[config.mk]
export PLATFORM = sky130hd
export DESIGN_NAME = switch_debouncer
export DESIGN_NICKNAME = d
export VERILOG_FILES = /design/src/rtl/switch_debouncer.sv
export SDC_FILE = /design/constraint.sdc
export NUM_CORES = 1
export LEC_CHECK = 0
export ABC_AREA = 1
export BUFFER_PORTS_ARGS = -buffer_cell sky130_fd_sc_hd__buf_2
export CAP_MARGIN = 20
export CORE_AREA = 2 2 117 119
export CTS_BUF_LIST = sky130_fd_sc_hd__clkbuf_16
export DETAILED_ROUTE_END_ITERATION = 10
export DIE_AREA = 0 0 119 121
export PLACE_DENSITY = 0.52
export SLEW_MARGIN = 15
export SYNTH_ARGS = -nofsm -noshare
export SYNTH_HDL_FRONTEND = slang
export SYNTH_SLANG_ARGS = --single-unit
[constraint.sdc]
create_clock -name clk -period 2.5 [get_ports clk]
set_input_delay 0.5 -clock clk [delete_from_list [all_inputs] [get_ports clk]]
set_output_delay 0.5 -clock clk [all_outputs]
set_load 0.05 [all_outputs]
[src/rtl/switch_debouncer.sv]
// switch_debouncer: two-flop synchronizer plus per-bit stability filter for
// raw board switches, with a sticky change/overrun handshake toward the CPU.
// Optional macro SWITCH_EDGE_EN enables per-bit sticky 0->1 capture on `rise`;
// when undefined `rise` is tied to 0 and no capture logic exists.

// One switch bit: synchronize, then accept a new level only after it has
// persisted for DEBOUNCE consecutive synchronized cycles.
module debounce_lane #(
    parameter int DEBOUNCE = 4
) (
    input  logic clk,
    input  logic clr,
    input  logic raw,
    output logic level,
    output logic upd
);
    localparam logic [7:0] CNT_MAX = 8'(DEBOUNCE - 1);

    logic       s1_q, s1_d;
    logic       s2_q, s2_d;
    logic       lvl_q, lvl_d;
    logic [7:0] cnt_q, cnt_d;

    // Next-state: any return to the accepted level discards the count.
    always_comb begin
        s1_d  = raw;
        s2_d  = s1_q;
        lvl_d = lvl_q;
        cnt_d = cnt_q;
        upd   = 1'b0;
        if (s2_q == lvl_q) begin
            cnt_d = 8'd0;
        end else if (cnt_q == CNT_MAX) begin
            lvl_d = s2_q;
            cnt_d = 8'd0;
            upd   = 1'b1;
        end else begin
            cnt_d = cnt_q + 8'd1;
        end
    end

    // Lane state registers; reset clears everything without signalling an update.
    always_ff @(posedge clk) begin
        if (clr) begin
            s1_q  <= 1'b0;
            s2_q  <= 1'b0;
            lvl_q <= 1'b0;
            cnt_q <= 8'd0;
        end else begin
            s1_q  <= s1_d;
            s2_q  <= s2_d;
            lvl_q <= lvl_d;
            cnt_q <= cnt_d;
        end
    end

    assign level = lvl_q;
endmodule

module switch_debouncer #(
    parameter int WIDTH    = 8,
    parameter int DEBOUNCE = 4
) (
    input  logic             clk,
    input  logic             clr,
    input  logic [WIDTH-1:0] sw_raw,
    output logic [WIDTH-1:0] swiches,
    output logic             change,
    output logic             overrun,
    input  logic             change_ack,
    output logic [WIDTH-1:0] rise
);
    typedef enum logic {IDLE = 1'b0, PENDING = 1'b1} state_t;

    logic [WIDTH-1:0] upd;
    logic             upd_any;
    state_t           state_q, state_d;
    logic             ovr_q, ovr_d;

    genvar gi;
    generate
        for (gi = 0; gi < WIDTH; gi++) begin : g_lane
            debounce_lane #(.DEBOUNCE(DEBOUNCE)) u_lane (
                .clk   (clk),
                .clr   (clr),
                .raw   (sw_raw[gi]),
                .level (swiches[gi]),
                .upd   (upd[gi])
            );
        end
    endgenerate

    assign upd_any = |upd;

    // Handshake next-state: a new update always wins over an ack; an ack
    // arriving with an update consumes the older event, so overrun clears.
    always_comb begin
        state_d = state_q;
        ovr_d   = ovr_q;
        case (state_q)
            IDLE: begin
                if (upd_any) state_d = PENDING;
            end
            PENDING: begin
                if (upd_any) begin
                    state_d = PENDING;
                    ovr_d   = !change_ack;
                end else if (change_ack) begin
                    state_d = IDLE;
                    ovr_d   = 1'b0;
                end
            end
            default: begin
                state_d = IDLE;
                ovr_d   = 1'b0;
            end
        endcase
    end

    // Handshake state registers.
    always_ff @(posedge clk) begin
        if (clr) begin
            state_q <= IDLE;
            ovr_q   <= 1'b0;
        end else begin
            state_q <= state_d;
            ovr_q   <= ovr_d;
        end
    end

    assign change  = (state_q == PENDING);
    assign overrun = ovr_q;

`ifdef SWITCH_EDGE_EN
    logic [WIDTH-1:0] rise_q, rise_d;

    // Sticky rising-edge capture: ack clears, a same-cycle rise re-sets.
    always_comb begin
        rise_d = change_ack ? '0 : rise_q;
        rise_d = rise_d | (upd & ~swiches);
    end

    // Rise capture register.
    always_ff @(posedge clk) begin
        if (clr) rise_q <= '0;
        else     rise_q <= rise_d;
    end

    assign rise = rise_q;
`else
    assign rise = '0;
`endif
endmodule

# Word level (Yosys, flattened, before mapping)
# Cells that the tools add are included.
# word_totals
register_bits	90
latchBits	0
ram_bits	0
romBits	0
input_bits	11
output_inout_bits	18
wordCells	109
n_memories	0
# op_classes
add_sub_neg	8
multipliers	0
div	0
order_cmp	0
eq_ne	16
shift	0
muxes	22
bitwise_logic	9
n_reduce_logical	20
# op_table
cell	n
8-bit by 1-bit adder with 8-bit output, second input constant	8
8-bit by 2-bit == test with 1-bit output, second input constant	8
3-bit OR reduction	8
1-bit 2-to-1 mux	21
2-bit AND reduction	9
1-bit NOT	9
1-bit == test	8
8-bit OR reduction	1
1-bit one-hot mux with 2 select lines	1
2-bit nonzero test	1
1-bit logical NOT	1

# Logic depth before layout (Yosys ltp)
# depth
word_depth	6
ltp_mapped	9
mapped_depth_nobuf	9

# Modules after synthesis
# Synthesis repeated with hierarchy kept, for this count alone.
# unflattened
cells_unflattened	673
area_unflattened_um2	4718.3
# by_module_without_submodules
module	n_inst	cells_each	area_each_um2	seq_area_each_um2
debounce_lane	8	81	569.3	220.2
switch_debouncer	1	25	163.9	40.0

# Least setup slack after synthesis
# OpenSTA, ideal clock, no wires.
# synth_timing
path_type	reg-to-reg
from	reg g_lane[4].u_lane.cnt_q[0]
to	reg g_lane[4].u_lane.cnt_q[5]
setup_time_ns	0.126
arrival_time_ns	1.257
required_ns	2.374
slack_ns	1.117
path_stages_with_launch	7
path_buffers	0
period_less_slack_ns	1.383
cell_sequence	dfxtp_1 -> ha_1 -> inv_1 -> or2_1 -> nor3_1 -> nand3b_1 -> nor3b_1
# synth_between
elab_chain_len	2
word_cells_on_any_way	3
classes_between	add/sub (1); eq/ne (1); reduce/logical (1)
# synth_rtl
element	line_no	text
start, declared	22	logic [7:0] cnt_q, cnt_d;
start signal, assigned	53	cnt_q <= cnt_d;
parallel branches: the longest is 2 deep, another holds 8-bit by 1-bit adder with 8-bit output	-	
# Parallel ways; which one is timed is not known.
# A chain may end at the register's enable or synchronous reset.

# Worst setup path after layout
# layout_timing
from	reg g_lane[4].u_lane.cnt_q[0]
to	reg g_lane[4].u_lane.cnt_q[0]
# The elaborated chain is that of the path after synthesis.

==> flow_summary.toml <==
[grt]
antenna_found_initial = 0
groute.usage.overall = 0.1065
grt_start_max_net_pins = 21
grt-ovfl-total = 0
via_count_of_the_first_global_routing_pass = 3022
grt_pass1_wl_mm = 12.33

[worst_hold_path]
hold_path_end = "g_lane[5].u_lane.s1_q"
hp-class = "input pin to register"
hold_path_depth = 3
hold_path.startpoint = "sw_raw[5]"

[setup_path]
worst_path_largest_cell_delay_ns = 0.36
crit_family = "simple AND/OR/NAND/NOR gates"
worstPathBufferInverterCount = 1
critical_path.slowest_cell = "dfxtp_1"
reg2reg_to = "g_lane[4].u_lane.cnt_q[0]"
timing.critical_path.to_type = "register"
timing_worst_setup_path_type = "register to register"
crit_path_max_fanout = 8
crit_path_start_kind = "register"
rrSetupSlack_ns = 0.92
cp_cell_sequence = "ha_1 -> inv_1 -> or2_1 -> nor3_1 -> nand3b_1 -> nor2_1"
critical_path_arrival_ns = 1.80
crit_required_ns = 2.72
worst_r2r_path_depth = 6
crit-reg2reg-launch = "g_lane[4].u_lane.cnt_q[0]"

[die]
row_count = 42
design.core.area_um2 = 13090
die_h_um = 121
die_w_um = 119
ios = 29
dieArea_um2 = 14400
floorplan.initialDensity = 0.2974

[yosys]
ys_top_cells_by_area = "dfxtp_1 46%, nor2_1 10%, inv_1 7.5%, nand2_1 7.5%, nand3_1 4.2%"
yosys_warnings = 0
post_synth_instance_area_um2 = 3891
synth.ff_latch_count = 90
synth_top_cell_area_share = 0.4630
yosysUniqueCellTypes = 31
syn_avg_cell_area_um2 = 7.342
synth.yosys.seq_area_share = 0.4630
netlist_instances = 530
synth_top_area_cell = "dfxtp_1"

[clock_tree]
htree_num_levels = 3
cts.repair.resized = 0
clock_path_buffers = 2
clock-sinks = 90
tritoncts = "built"
cts_setup_buffers = 0
hold_buffers = 0
clkTransAtPathRegs_ns = 0.06
root_buffer = "clkbuf_16"
cts-buffers-inserted = 9
insertion_delay_ns = 0.34

[detailed_routing]
drc_errors = 0
drt-pass1-iter-count = 4
wire_per_inst_um = 9.584
drt.antenna.violating_nets = 0
dr.first_iter.drc_count = 115
wirelength_mm = 6.996
route.vias.total = 3039
routed_via_density = 4.163

[cells_and_area]
n_fill_cell = 1371
area_growth_syn_to_layout_pct = 12.19
final_util = 0.3336
n_antenna_cell = 0
finish.net_count = 569
final_layout_size_suffix_gt1_frac = 0.09386

[pwr]
power.static_leakage_nw = 1.881
cellPowerDensity_nw_per_um2 = 621.7
p_int_mw = 2.120
power_switching_share = 0.2190
vdd_ir_drop_max_mv = 0.3010
power.switching_mw = 0.5944
comb_power_share = 0.029
clockPowerShare = 0.433
pwr-share-seq = 0.538

[outcome]
run_status = "complete, no violations"

[timing]
rsz_0062_raised_after_global_routing = "no"
setup_viol = 0
period_minus_slack_ns = 1.580
fin_worst_skew_ns = 0.005995
fmax_ghz = 0.6330
finalCritPeriodShare = 0.6320
setup-tns-final_ns = 0
final_hold_viol_count = 0
final_hold_slack_ns = 0.3617
final_max_slew_viol_count = 0

[run]
drv_cap = 0

[placement]
final_replace_weighted_congestion = 0.7293
final_hpwl_dp_mm = 5.192
numPortBuffers = 20
## worst min-delay path: stages
cell and delay (ns):
buf_2 0.08, inv_1 0.03, nor2_1 0.06
## final cells by class
type | instances | area [um2] | area share
repair buffers | 21 | 107.6 | 0.02465
clock inverters | 6 | 27.53 | 0.006306
well taps | 176 | 220.2 | 0.05044
clock buffers | 9 | 225.2 | 0.05159
flip-flops and latches | 90 | 1802 | 0.4127
inverters | 92 | 349.1 | 0.07997
multi-input cells | 336 | 1634 | 0.3743
## synthesized netlist by cell type (all sizes together)
cell type,instances
inv,90
o21a,1
nor4,1
clkinv,2
nand4,8
a21oi,22
nor2,107
xor2,17
nor3,20
a31o,1
o21ai,11
ha,8
nand3,33
xnor2,2
nand3b,1
conb,1
buf,17
or2,9
clkbuf,2
dfxtp,90
nand2,78
nor3b,8
a31oi,1
## routing by layer
| metal | routed length, um | vias up | GRT usage | part of all wire |
|---|---|---|---|---|
| li1 | - | 1655 | - | - |
| met1 | 3350 | 1332 | 0.1168 | 0.48 |
| met4 | 216 | 0 | 0.06473 | 0.031 |
| met5 | 0 | - | 0 | 0 |
| met2 | 3198 | 37 | 0.1846 | 0.46 |
| met3 | 230 | 15 | 0.02773 | 0.033 |
## kinds of logic (layout without fill, tap and decap cells)
| logic type | count (synthesis) | count (layout) | synth area share |
|---|---|---|---|
| and+or+nand+nor | 265 | 265 | 0.2955 |
| adders and majority gates | 8 | 8 | 0.02572 |
| AOI/OAI and AO/OA | 36 | 36 | 0.04823 |
| other | 1 | 8 | 0.0009637 |
| xor gates and xnor gates | 19 | 19 | 0.04277 |
| DFF | 90 | 90 | 0.4630 |
| buffers and inverters | 111 | 128 | 0.1238 |
## power by group through the flow
stage / logic (mW) / registers [mW] / clock network (mW)
floorplan: 0.0701 / 1.49 / 0
global route: 0.0885 / 1.46 / 1.28
detailed placement: 0.0806 / 1.49 / 0
CTS: 0.0807 / 1.46 / 1.23
global placement: 0.0790 / 1.49 / 0
finish: 0.0792 / 1.46 / 1.18
## layout by cell type (no fill, tap or decap), types with 2 or more instances in the layout
cell	n
dfxtp_1	90
clkbuf_16	9
buf_2	20
nand3_1	33
nand2_1	78
xor2_1	17
xnor2_1	2
inv_2	11
clkinv_1	3
nor3_1	20
ha_1	8
or2_1	4
conb_1	8
nor3b_1	8
nand4_1	8
a21oi_1	22
clkinv_2	2
o21ai_0	7
or2_2	4
nor2_1	106
inv_1	80
o21ai_1	4
## sequential cells by signal (all words and copies together), names as in the netlist
name	flops
g_lane.u_lane.s1_q	8
overrun	1
g_lane.u_lane.s2_q	8
g_lane.u_lane.cnt_q	64
g_lane.u_lane.level	8
change	1
## how the worst max path moves through the flow
| stage | depth (start not counted) | from | slack, ns | end |
|---|---|---|---|---|
| 4_1_cts | 6 | g_lane[4].u_lane.cnt_q[0] | 0.89 | g_lane[4].u_lane.cnt_q[0] |
| 3_5_place_dp | 6 | g_lane[4].u_lane.cnt_q[0] | 0.90 | g_lane[4].u_lane.cnt_q[0] |
| 3_3_place_gp | 6 | clr | 0.96 | g_lane[7].u_lane.cnt_q[5] |
| 5_1_grt | 6 | g_lane[4].u_lane.cnt_q[0] | 0.74 | g_lane[4].u_lane.cnt_q[5] |
| 2_1_floorplan | 6 | g_lane[4].u_lane.cnt_q[0] | 1.12 | g_lane[4].u_lane.cnt_q[5] |
| 6_report | 6 | g_lane[4].u_lane.cnt_q[0] | 0.92 | g_lane[4].u_lane.cnt_q[0] |
## metrics by stage
step                power [mW]  cells  instance area, um2  worst slack [ns]
floorplan                1.559    537                3918             1.117
global placement         1.569    715                4113            0.9611
detailed placement       1.571    715                4113            0.8998
CTS                      2.772    730                4365            0.8909
global route             2.833    730                4365            0.7432
finish                   2.714    730                4365            0.9201
(Power assumes the default switching activity.)
